--- src/rtl/cla_pkg.sv ---
// Shared state encoding for the carry-lookahead burst accumulator.
package cla_pkg;

  typedef enum logic [1:0] {
    IDLE  = 2'd0,
    ACCUM = 2'd1,
    DONE  = 2'd2
  } state_t;

endpackage

--- src/rtl/carry_lookahead_adder.sv ---
// Unsigned WIDTH-bit adder with fully expanded lookahead carries; purely combinational.
// o_result[WIDTH] is the carry-out, no carry-in.
module carry_lookahead_adder #(
  parameter int WIDTH = 4
) (
  input  logic [WIDTH-1:0] i_add1,
  input  logic [WIDTH-1:0] i_add2,
  output logic [WIDTH:0]   o_result
);

  logic [WIDTH-1:0] gen;
  logic [WIDTH-1:0] prop;
  logic [WIDTH:0]   carry;
  logic             term;

  assign gen  = i_add1 & i_add2;
  assign prop = i_add1 ^ i_add2;

  // carry[i+1] = OR over j<=i of gen[j] & prop[j+1..i], each term flat rather than rippled
  always_comb begin
    carry = '0;
    term  = 1'b0;
    for (int i = 0; i < WIDTH; i++) begin
      for (int j = 0; j <= i; j++) begin
        term = gen[j];
        for (int k = j + 1; k <= i; k++) begin
          term = term & prop[k];
        end
        carry[i+1] = carry[i+1] | term;
      end
    end
  end

  assign o_result = {carry[WIDTH], prop ^ carry[WIDTH-1:0]};

endmodule

--- src/rtl/cla_accumulator.sv ---
// Accumulates COUNT unsigned operands per burst with a sticky carry flag; result valid the cycle
// after the last transfer and held in DONE until i_ready (o_ready low outside ACCUM).
module cla_accumulator
  import cla_pkg::*;
#(
  parameter int WIDTH = 4,
  parameter int COUNT = 4
) (
  input  logic             i_clk,
  input  logic             i_rst_n,
  input  logic             i_start,
  input  logic             i_valid,
  input  logic [WIDTH-1:0] i_data,
  output logic             o_ready,
  output logic             o_valid,
  input  logic             i_ready,
  output logic [WIDTH-1:0] o_sum,
  output logic             o_overflow
);

  localparam int CW = $clog2(COUNT + 1);
  localparam logic [CW-1:0] LAST = CW'(COUNT - 1);

  state_t           state_q, state_d;
  logic [WIDTH-1:0] acc_q, acc_d;
  logic             ovf_q, ovf_d;
  logic [CW-1:0]    cnt_q, cnt_d;
  logic [WIDTH:0]   add_res;

  carry_lookahead_adder #(.WIDTH(WIDTH)) u_add (
    .i_add1   (acc_q),
    .i_add2   (i_data),
    .o_result (add_res)
  );

  always_ff @(posedge i_clk or negedge i_rst_n) begin
    if (!i_rst_n) begin
      state_q <= IDLE;
      acc_q   <= '0;
      ovf_q   <= 1'b0;
      cnt_q   <= '0;
    end else begin
      state_q <= state_d;
      acc_q   <= acc_d;
      ovf_q   <= ovf_d;
      cnt_q   <= cnt_d;
    end
  end

  always_comb begin
    state_d = state_q;
    acc_d   = acc_q;
    ovf_d   = ovf_q;
    cnt_d   = cnt_q;
    o_ready = 1'b0;
    o_valid = 1'b0;
    case (state_q)
      IDLE: begin
        // previous result stays visible until a new burst actually starts
        if (i_start) begin
          state_d = ACCUM;
          acc_d   = '0;
          ovf_d   = 1'b0;
          cnt_d   = '0;
        end
      end
      ACCUM: begin
        o_ready = 1'b1;
        if (i_valid) begin
          acc_d = add_res[WIDTH-1:0];
          ovf_d = ovf_q | add_res[WIDTH];
          cnt_d = cnt_q + CW'(1);
          if (cnt_q == LAST) state_d = DONE;
        end
      end
      DONE: begin
        o_valid = 1'b1;
        if (i_ready) state_d = IDLE;
      end
      default: state_d = IDLE;
    endcase
  end

  assign o_sum      = acc_q;
  assign o_overflow = ovf_q;

endmodule
--- config.mk ---
export PLATFORM = sky130hd
export DESIGN_NAME = cla_accumulator
export DESIGN_NICKNAME = d
export VERILOG_FILES = /design/src/rtl/cla_pkg.sv /design/src/rtl/carry_lookahead_adder.sv /design/src/rtl/cla_accumulator.sv
export SDC_FILE = /design/constraint.sdc
export NUM_CORES = 1
export LEC_CHECK = 0
export BUFFER_PORTS_ARGS = -buffer_cell sky130_fd_sc_hd__clkbuf_2
export CORE_MARGIN = 2
export CORE_UTILIZATION = 43
export CTS_CLUSTER_DIAMETER = 60
export DETAILED_ROUTE_END_ITERATION = 8
export PLACE_DENSITY = 0.7
export SYNTH_ARGS = -nofsm -noshare
export SYNTH_HDL_FRONTEND = slang
export SYNTH_SLANG_ARGS = --single-unit
--- constraint.sdc ---
create_clock -name i_clk -period 1.6 [get_ports i_clk]
set_input_delay 0.32 -clock i_clk [delete_from_list [all_inputs] [get_ports i_clk]]
set_output_delay 0.32 -clock i_clk [all_outputs]
set_load 0.01 [all_outputs]
==> run_results.csv, run 1 <==
group,metric,value,unit
status,status,"complete, but fails checks",
status,violations,"setup timing",
die,initial_core_util,0.450,
synthesis,synth_area_per_cell,12.1,um^2
die,die-area,1630,um^2
place,dp_hpwl,752,um
global_route,antenna_found_initial,0,
finish,final_cell_mix,"15 x clkbuf_2, 10 x dfrtp_1, 6 x ha_1, 5 x inv_1",
power,p_leak,0.358,nW
global_route,grtUsageMet3,0.0833,
run,cap_violations,0,
power,p_comb_frac,0.470,
synthesis,synth_seq_area_share,0.439,
timing,fin_crit_sh,1.02,
global_route,grt_pass1_wl,1.64,mm
clocking,post_cts_buffers,0,
synthesis,synthXorXnorAreaFrac,0.0154,
timing,holdWs,0.294,ns
route,drt_pre_antenna_iters,4,
finish,n_antenna_cell,0,
route,dr_total_vias,414,
clocking,cts.htree.levels,1,
setup_path,reg2reg_slack,-0.04,ns
die,ios,16,
route,route.detailed.drc,0,
setup_path,cp.arrival,1.79,ns
power,switching_share,0.362,
finish,final_common_cell,"clkbuf_2",
global_route,grt_pass1_vias,396,
timing,finalClockSkew,0.00227,ns
clocking,cts_root_buffer,"clkbuf_4",
timing,max_slew_margin,0.790,
clocking,clk_pin_slew,0.06,ns
setup_path,cp-end-kind,"flip-flop",
power,p_int,0.816,mW
power,powerDensity,1800,nW/um^2
synthesis,synth_seq_cells,10,
setup_path,r2r-end,"o_sum[3]$_DFFE_PN0P_",
finish,drive_gt1_frac,0.358,
worst_hold_path,worstHoldStart,"i_valid",
place,placedCellCount,77,
clocking,cts_made_buffers,3,
clocking,clock_path_buffers,2,
clocking,tritoncts,"done",
global_route,grt_use_met1,0.190,
power,max-vdd-ir-drop,1060,uV
synthesis,synth_mux_area_frac,0.0263,
timing,finalHoldViolations,0,
finish,stdcell_count,82,
synthesis,synth_fa_ha_area_frac,0.189,
finish,nets,85,
route,drt_wl_total,936,um
worst_hold_path,hold_path_end,"state_q[0]$_DFFE_PN0P_",
global_route,grt-busiest-layer,"met2",
global_route,globalRouteMet2Util,0.246,
setup_path,crit_required,1.75,ns
timing,fin_ws,-0.0396,ns
timing,rsz0062_at_grt,"yes",
timing,fmax,610,MHz
global_route,gr-total-overflow,0,
die,die_x,40.4,um
place,place_ws,-0.0842,ns
clocking,cts_num_sinks,10,
synthesis,synth_cells,47,
power,power.total,1.28,mW
finish,area_delta_synth_final,24.3,%
synthesis,synth_top_family_by_area,"adder cells",
setup_path,reg2reg_from,"o_sum[1]$_DFFE_PN0P_",
die,placement_rows,13,
route,ant_nets,0,
power,power.share.clock,0.175,
worst_hold_path,min_path_type,"in2reg",
clocking,clk-insertion-delay-late,0.26,ns
timing,totalNegativeSetupSlack,-0.0396,ns
timing,setup_viol,1,
route,viasPerCell,5.05,
timing,finalMaxSlewViolations,0,
setup_path,critPathKind,"reg2reg",
synthesis,synth_simple_gate_area_frac,0.116,
timing,tightest_slew,0.314,ns
die,core_area,1270,um^2
synthesis,synthesis.area,571,um^2
worst_hold_path,holdPathStages,2,
place,portBuffers,15,
synthesis,yosysWarnings,0,
die,die_h,40.4,um
power,seqPwrFrac,0.355,
synthesis,synth-compound-area-share,0.162,
power,p_switching,0.462,mW
timing,period_needed,1.64,ns
place,gp_congestion,0.752,
global_route,grt.total_usage,0.166,
synthesis,synth_cell_types,21,
setup_path,cp_max_fo,2,
route,wire_per_inst,11.4,um
synthesis,syn_nets,64,
route,drt_iter0_drc,3,
setup_path,reg2regPathDepth,5,
global_route,grt_max_degree,11,
setup_path,worstSetupStartpointType,"flip-flop",
[metrics by stage]
stage	area (um^2)	utilization
2_1_floorplan	573	-
3_3_place_gp	663	0.523
3_5_place_dp	663	0.523
4_1_cts	709	0.559
5_1_grt	709	0.559
6_report	709	0.559
[worst max-delay path by stage]
stage               depth (start not counted)              endpoint                  from
floorplan                                   5  o_sum[3]$_DFFE_PN0P_  o_sum[1]$_DFFE_PN0P_
global placement                            6  o_sum[3]$_DFFE_PN0P_             i_data[1]
detailed placement                          6  o_sum[3]$_DFFE_PN0P_             i_data[1]
CTS                                         5  o_sum[3]$_DFFE_PN0P_  o_sum[1]$_DFFE_PN0P_
global route                                5  o_sum[3]$_DFFE_PN0P_  o_sum[1]$_DFFE_PN0P_
finish                                      5  o_sum[3]$_DFFE_PN0P_  o_sum[1]$_DFFE_PN0P_
[metal layers]
metal  vias up  routed length, um
li1        210                  -
met1       193                430
met2        11                444
met3         0                 61
met4         0                  0
met5         -                  0
[area by class of cell]
| class | count | area [um^2] |
|---|---|---|
| clock buffer | 4 | 36.3 |
| fill | 115 | 559 |
| inverter | 5 | 18.8 |
| multi-input combinational | 31 | 293 |
| sequential | 10 | 250 |
| tap | 15 | 18.8 |
| timing repair buffer | 17 | 92.6 |
[power groups by stage]
stage	Sequential [mW]	Clock (mW)	Combinational (mW)
2_1_floorplan	0.478	0	0.414
3_3_place_gp	0.459	0	0.592
3_5_place_dp	0.461	0	0.608
4_1_cts	0.457	0.234	0.614
5_1_grt	0.471	0.250	0.692
6_report	0.454	0.224	0.601
[flip-flops by register name, summed over array words and instances, names as in the netlist]
name / count
o_sum: 4
cnt_q: 3
state_q: 2
o_overflow: 1
[timing repair]
| item | 4_1_cts | 5_1_grt |
|---|---|---|
| hold buffers | 1 | 0 |
| gates resized for setup | 0 | 0 |
| pin swaps | 1 | 0 |
| hold endpoints to repair | 10 | 0 |
| setup endpoints to repair | 1 | 1 |
[cell usage after synthesis, drive strengths merged]
master   number  area, um^2
a211oi        1        7.51
ha            7        87.6
a311oi        1        8.76
mux2          1        15.0
buf           1        11.3
dfrtp        10         250
and3b         1        8.76
a32o          2        20.0
o2bb2ai       2        17.5
fa            1        20.0
o21ai         1        5.00
nor2          4        22.5
xnor2         1        8.76
inv           5        18.8
nor2b         2        12.5
o21a          1        7.51
nor3b         1        12.5
a22o          3        26.3
or3           1        6.26
nand2         1        3.75
[worst max-delay path: stages (launching register included)]
cell and delay, ns:
dfrtp_1 0.38, ha_1 0.28, ha_2 0.17, o21a_1 0.17, or3_1 0.31, a32o_1 0.23
[cell families after synthesis]
kind of cell    count (synthesis)
compound gates                 11
simple gates                   10
flops                          10
fa+ha+maj                       8
buf+inv                         6
xor+xnor                        1
mux                             1
No activity file was read; power rests on OpenSTA's default activity.
==> run 2, diff against run 1 <==
- CORE_AREA: not set -> 2 2 39 41
- CORE_MARGIN: 2 -> not set
- CORE_UTILIZATION: 43 -> not set
- DIE_AREA: not set -> 0 0 41 43
- PLACE_DENSITY: 0.7 -> 0.68
- clock period: 1.6 -> 2.1 ns (I/O delays scaled with it)
==> run 2 against run 1 <==
  * The run now ends clean
  * First-iteration DRC count is 67% lower
  * Critical path type unchanged
  * Final area is 4.6% lower
  * Flip-flop and latch count stayed put
  * Register-to-register slack better by 0.40 ns
  * Clock power is 45% lower
  * Worst hold slack worse by 0.28 ns
  * Maximum frequency is 5.6% lower
  * Critical path depth stayed put
  * Highest routed layer unchanged
==> run_results.csv, run 2 (synthesized netlist as in run 1, its figures left out) <==
group,metric,value,unit
status,status,"completed",
run,cap_violations,0,
global_route,grt_max_degree,11,
setup_path,critPathLaunch,"o_sum[1]$_DFFE_PN0P_",
timing,period_needed,1.74,ns
place,portBuffers,15,
setup_path,critPathKind,"reg2reg",
die,die_h,43,um
setup_path,cpLargestDelayFamily,"adder cells",
clocking,cts_num_sinks,10,
die,core_area,1380,um^2
route,wire_per_inst,11.4,um
route,drt_wl_total,908,um
power,p_comb_frac,0.480,
finish,final_cell_mix,"15 x clkbuf_2, 10 x dfrtp_1, 7 x ha_1, 5 x inv_1",
setup_path,cp_max_fo,4,
finish,n_antenna_cell,0,
clocking,clock_path_buffers,2,
die,ios,16,
route,drt_iter0_drc,1,
finish,n_fill_cell,130,
clocking,cts_root_buffer,"clkbuf_4",
setup_path,cp_num_buf_inv,0,
timing,max_slew_margin,0.786,
place,place_ws,0.237,ns
power,powerDensity,1340,nW/um^2
clocking,clk_pin_slew,0.06,ns
route,dr_total_vias,414,
power,power.share.clock,0.136,
setup_path,reg2reg_from,"o_sum[1]$_DFFE_PN0P_",
timing,finalHoldViolations,0,
clocking,tritoncts,"done",
setup_path,crit_top_cell,"ha_1",
power,p_int,0.569,mW
finish,final_common_cell,"clkbuf_2",
timing,fin_crit_sh,0.827,
setup_path,crit_chain,"ha_1, ha_1, o21a_1, or3_1, a32o_1",
timing,fmax,576,MHz
timing,totalNegativeSetupSlack,0,ns
timing,finalMaxSlewViolations,0,
global_route,grt_pass1_vias,381,
clocking,cts_made_buffers,3,
route,drt_pre_antenna_iters,4,
setup_path,crit_required,2.25,ns
clocking,postCtsHoldBufs,0,
setup_path,cp.arrival,1.89,ns
place,gp_congestion,0.693,
clocking,clk-insertion-delay-late,0.26,ns
power,p_switching,0.341,mW
timing,setup_viol,0,
setup_path,cp-end-kind,"flip-flop",
setup_path,critPathSlowestCell,"dfrtp_1",
finish,nets,83,
global_route,grt_pass1_wl,1.50,mm
power,p_leak,0.344,nW
global_route,antenna_found_initial,0,
place,dp_hpwl,730,um
finish,largest_reg_flops,4,
clocking,cts.htree.levels,1,
clocking,post_cts_buffers,0,
timing,finalClockSkew,0.00996,ns
die,die-area,1760,um^2
setup_path,cpPeakStageDelay,0.41,ns
die,die_x,41,um
timing,fin_ws,0.364,ns
timing,rsz0062_at_grt,"no",
power,seqPwrFrac,0.384,
die,initial_core_util,0.412,
setup_path,worstSetupStartpointType,"flip-flop",
finish,area_delta_synth_final,18.6,%
timing,tightest_slew,0.321,ns
clocking,ctsResizeCount,0,
die,placement_rows,14,
route,route.detailed.drc,0,
power,switching_share,0.375,
route,viasPerCell,5.18,
route,ant_nets,0,
power,max-vdd-ir-drop,591,uV
finish,drive_gt1_frac,0.328,
worst_hold_path,min_path_type,"in2async",
global_route,gr-total-overflow,0,
global_route,grt.total_usage,0.134,
[run 2: cell count changes in the layout (fill, tap and decap cells not counted)]
cell,delta
buf_4,-1
clkbuf_8,-1
dlygate4sd3_1,-1
ha_1,+1
ha_2,-1
[run 2: final cells by class]
cell class | count | area [um^2] | share of cell area
Multi-Input combinational cell | 31 | 290 | 0.429
Sequential cell | 10 | 250 | 0.370
Timing Repair Buffer | 15 | 75.1 | 0.111
Clock buffer | 3 | 22.5 | 0.0333
Tap cell | 16 | 20.0 | 0.0296
Inverter | 5 | 18.8 | 0.0277
[run 2: power by group through the flow]
| stage | Clock, mW | Sequential (mW) | Combinational (mW) |
|---|---|---|---|
| after global routing | 0.140 | 0.362 | 0.501 |
| after detailed placement | 0 | 0.355 | 0.442 |
| after global placement | 0 | 0.351 | 0.433 |
| after floorplan | 0 | 0.364 | 0.315 |
| after CTS | 0.128 | 0.351 | 0.447 |
| final | 0.123 | 0.349 | 0.437 |
[run 2: worst paths after layout]
check                                         end  slack (ns)  depth (start not counted)
hold reg to reg              cnt_q[2]$_DFFE_PN0P_        0.49                          1
setup reg to reg             o_sum[3]$_DFFE_PN0P_        0.36                          5
max in group asynchronous    cnt_q[2]$_DFFE_PN0P_        1.88                          1
hold / removal             state_q[1]$_DFFE_PN0P_        0.01                          1
min in group i_clk         state_q[0]$_DFFE_PN0P_        0.40                          2
setup / recovery             o_sum[3]$_DFFE_PN0P_        0.36                          5
[run 2: per-layer routing]
layer  up-vias  wire length, um  GRT usage
met2        11              430      0.203
met5         -                0          0
met4         0                0     0.0200
met1       197              405      0.153
met3         0               71     0.0942
li1        206                -          -
[run 2: stage by stage]
step / power, mW / hold WS, ns / cell area [um^2] / util / cells
5_1_grt: 1.00 / 0.0122 / 677 / 0.489 / 80
3_5_place_dp: 0.797 / 0.297 / 654 / 0.473 / 77
6_report: 0.909 / 0.0106 / 677 / 0.489 / 80
3_3_place_gp: 0.783 / 0.298 / 654 / 0.473 / 77
4_1_cts: 0.926 / 0.0152 / 677 / 0.489 / 80
2_1_floorplan: 0.678 / 0.124 / 571 / - / 47
==> run 3, diff against run 2 <==
- clock period: 2.1 -> 1.82 ns (I/O delays scaled with it)
==> run 3 against run 2 <==
  * Worst setup slack lost 0.24 ns
  * Die area stayed put
  * Flip-flop and latch count unchanged
  * Core utilization grew 2.3 points
  * Final cell count grew 3.8%
  * Non-clock buffer count grew 2
  * Highest routed layer is now met4
  * Global-route usage is 2.3 points higher
  * First-iteration DRC count grew to 5.0 times the previous value
  * Maximum frequency is 2.3% higher
  * Sequential power grew 14%
==> run_results.csv, run 3 (synthesized netlist as in run 1, its figures left out) <==
group,metric,value,unit
finish,drive_gt1_frac,0.343,
setup_path,cp-end-kind,"flip-flop",
global_route,grt_max_degree,11,
clocking,clk_pin_slew,0.07,ns
setup_path,crit_cells,5,
clocking,clk-insertion-delay-late,0.27,ns
die,die_h,43,um
finish,multi_input_area,290,um^2
timing,tightest_slew,0.310,ns
clocking,clock_path_buffers,2,
setup_path,reg2reg_slack,0.12,ns
route,drt_pre_antenna_iters,2,
clocking,cts_num_sinks,10,
setup_path,critPathKind,"reg2reg",
power,powerDensity,1600,nW/um^2
setup_path,critPathCapture,"o_sum[3]$_DFFE_PN0P_",
die,ios,16,
timing,setup_viol,0,
finish,stdcell_count,83,
timing,fin_crit_sh,0.933,
die,die-area,1760,um^2
run,cap_violations,0,
clocking,ctsResizeCount,0,
setup_path,crit_required,1.99,ns
die,initial_core_util,0.412,
timing,finalClockSkew,0.00736,ns
setup_path,reg2regPathDepth,5,
global_route,grt_pass1_wl,1.77,mm
timing,totalNegativeSetupSlack,0,ns
worst_hold_path,min_path_type,"in2reg",
timing,period_needed,1.70,ns
setup_path,reg2reg_from,"o_sum[1]$_DFFE_PN0P_",
global_route,grt.total_usage,0.157,
timing,max_slew_margin,0.793,
setup_path,critPathLaunch,"o_sum[1]$_DFFE_PN0P_",
clocking,cts_made_buffers,3,
setup_path,crit_top_cell,"ha_1",
finish,n_fill_cell,134,
finish,final_cell_mix,"15 x clkbuf_2, 10 x dfrtp_1, 7 x ha_1, 5 x inv_1",
route,wire_per_inst,12.5,um
setup_path,critPathSlowestCell,"dfrtp_1",
finish,nets,85,
finish,largest_reg_flops,4,
route,drt_iter0_drc,5,
die,die_x,41,um
global_route,gr-total-overflow,0,
setup_path,cp.arrival,1.86,ns
global_route,antenna_found_initial,0,
route,dr_total_vias,414,
route,route.detailed.drc,0,
route,viasPerCell,4.99,
die,placement_rows,14,
setup_path,cp_num_buf_inv,0,
timing,finalHoldViolations,0,
setup_path,cpPeakStageDelay,0.39,ns
place,portBuffers,15,
clocking,post_cts_buffers,0,
finish,seqCellArea,250,um^2
timing,rsz0062_at_grt,"no",
place,placedCellCount,78,
setup_path,cpLargestDelayFamily,"adder cells",
power,max-vdd-ir-drop,661,uV
global_route,grt_pass1_vias,428,
route,ant_nets,0,
setup_path,worstSetupStartpointType,"flip-flop",
setup_path,cp_max_fo,2,
route,drt_wl_total,1.04,mm
power,p_leak,0.360,nW
finish,area_delta_synth_final,24.1,%
finish,final_common_cell,"clkbuf_2",
place,gp_congestion,0.718,
setup_path,r2r-end,"o_sum[3]$_DFFE_PN0P_",
clocking,cts_root_buffer,"clkbuf_4",
place,dp_hpwl,774,um
clocking,tritoncts,"done",
timing,finalMaxSlewViolations,0,
status,status,"completed",
clocking,cts.htree.levels,1,
setup_path,crit_chain,"ha_1, ha_1, o21a_1, or3_1, a32o_1",
timing,fmax,589,MHz
die,core_area,1380,um^2
finish,n_antenna_cell,0,
run 3: cell count changes in the layout (fill, tap and decap cells not counted), sizes merged:
| cell | delta |
|---|---|
| buf | +1 |
| clkbuf | +1 |
| dlygate4sd3 | +1 |
run 3: stage by stage:
step	total power, mW	util	area, um^2	hold slack, ns	setup WS (ns)
5_1_grt	1.24	0.512	708	0.325	0.0215
2_1_floorplan	0.783	-	571	0.0684	0.107
6_report	1.14	0.512	708	0.327	0.123
4_1_cts	1.16	0.512	708	0.324	0.110
3_3_place_gp	0.919	0.478	662	0.244	0.0466
3_5_place_dp	0.942	0.478	662	0.241	0.0299
run 3: area by class of cell:
class / count / area share
Inverter: 5 / 0.0265
Clock buffer: 4 / 0.0512
Sequential cell: 10 / 0.353
Timing Repair Buffer: 17 / 0.131
Multi-Input combinational cell: 31 / 0.410
Tap cell: 16 / 0.0283
run 3: what timing repair did:
| action | CTS | global route |
|---|---|---|
| hold buffers | 1 | 0 |
| endpoints found under the hold margin | 10 | 0 |
| endpoints found under the setup margin | 0 | 0 |
run 3: how the worst min path moves through the flow:
stage                        from                endpoint  slack, ns  depth (start not counted)
after floorplan           i_rst_n    cnt_q[0]$_DFFE_PN0P_       0.07                          0
after global placement    i_rst_n    o_sum[3]$_DFFE_PN0P_       0.24                          1
after detailed placement  i_rst_n  o_overflow$_DFFE_PN0P_       0.24                          1
after CTS                 i_valid  state_q[0]$_DFFE_PN0P_       0.32                          2
after global routing      i_valid  state_q[0]$_DFFE_PN0P_       0.32                          2
final                     i_valid  state_q[0]$_DFFE_PN0P_       0.33                          2
run 3: layer usage:
layer / vias up / routed length [um] / global-route usage
li1: 210 / - / -
met1: 190 / 448 / 0.174
met2: 11 / 511 / 0.253
met3: 3 / 66 / 0.0785
met4: 0 / 13 / 0.0400
met5: - / 0 / 0
run 3: power breakdown:
group | internal (mW) | leakage [nW] | switching, mW
Clock | 0.122 | 0.0210 | 0.0814
Sequential | 0.322 | 0.123 | 0.0766
Combinational | 0.274 | 0.216 | 0.259
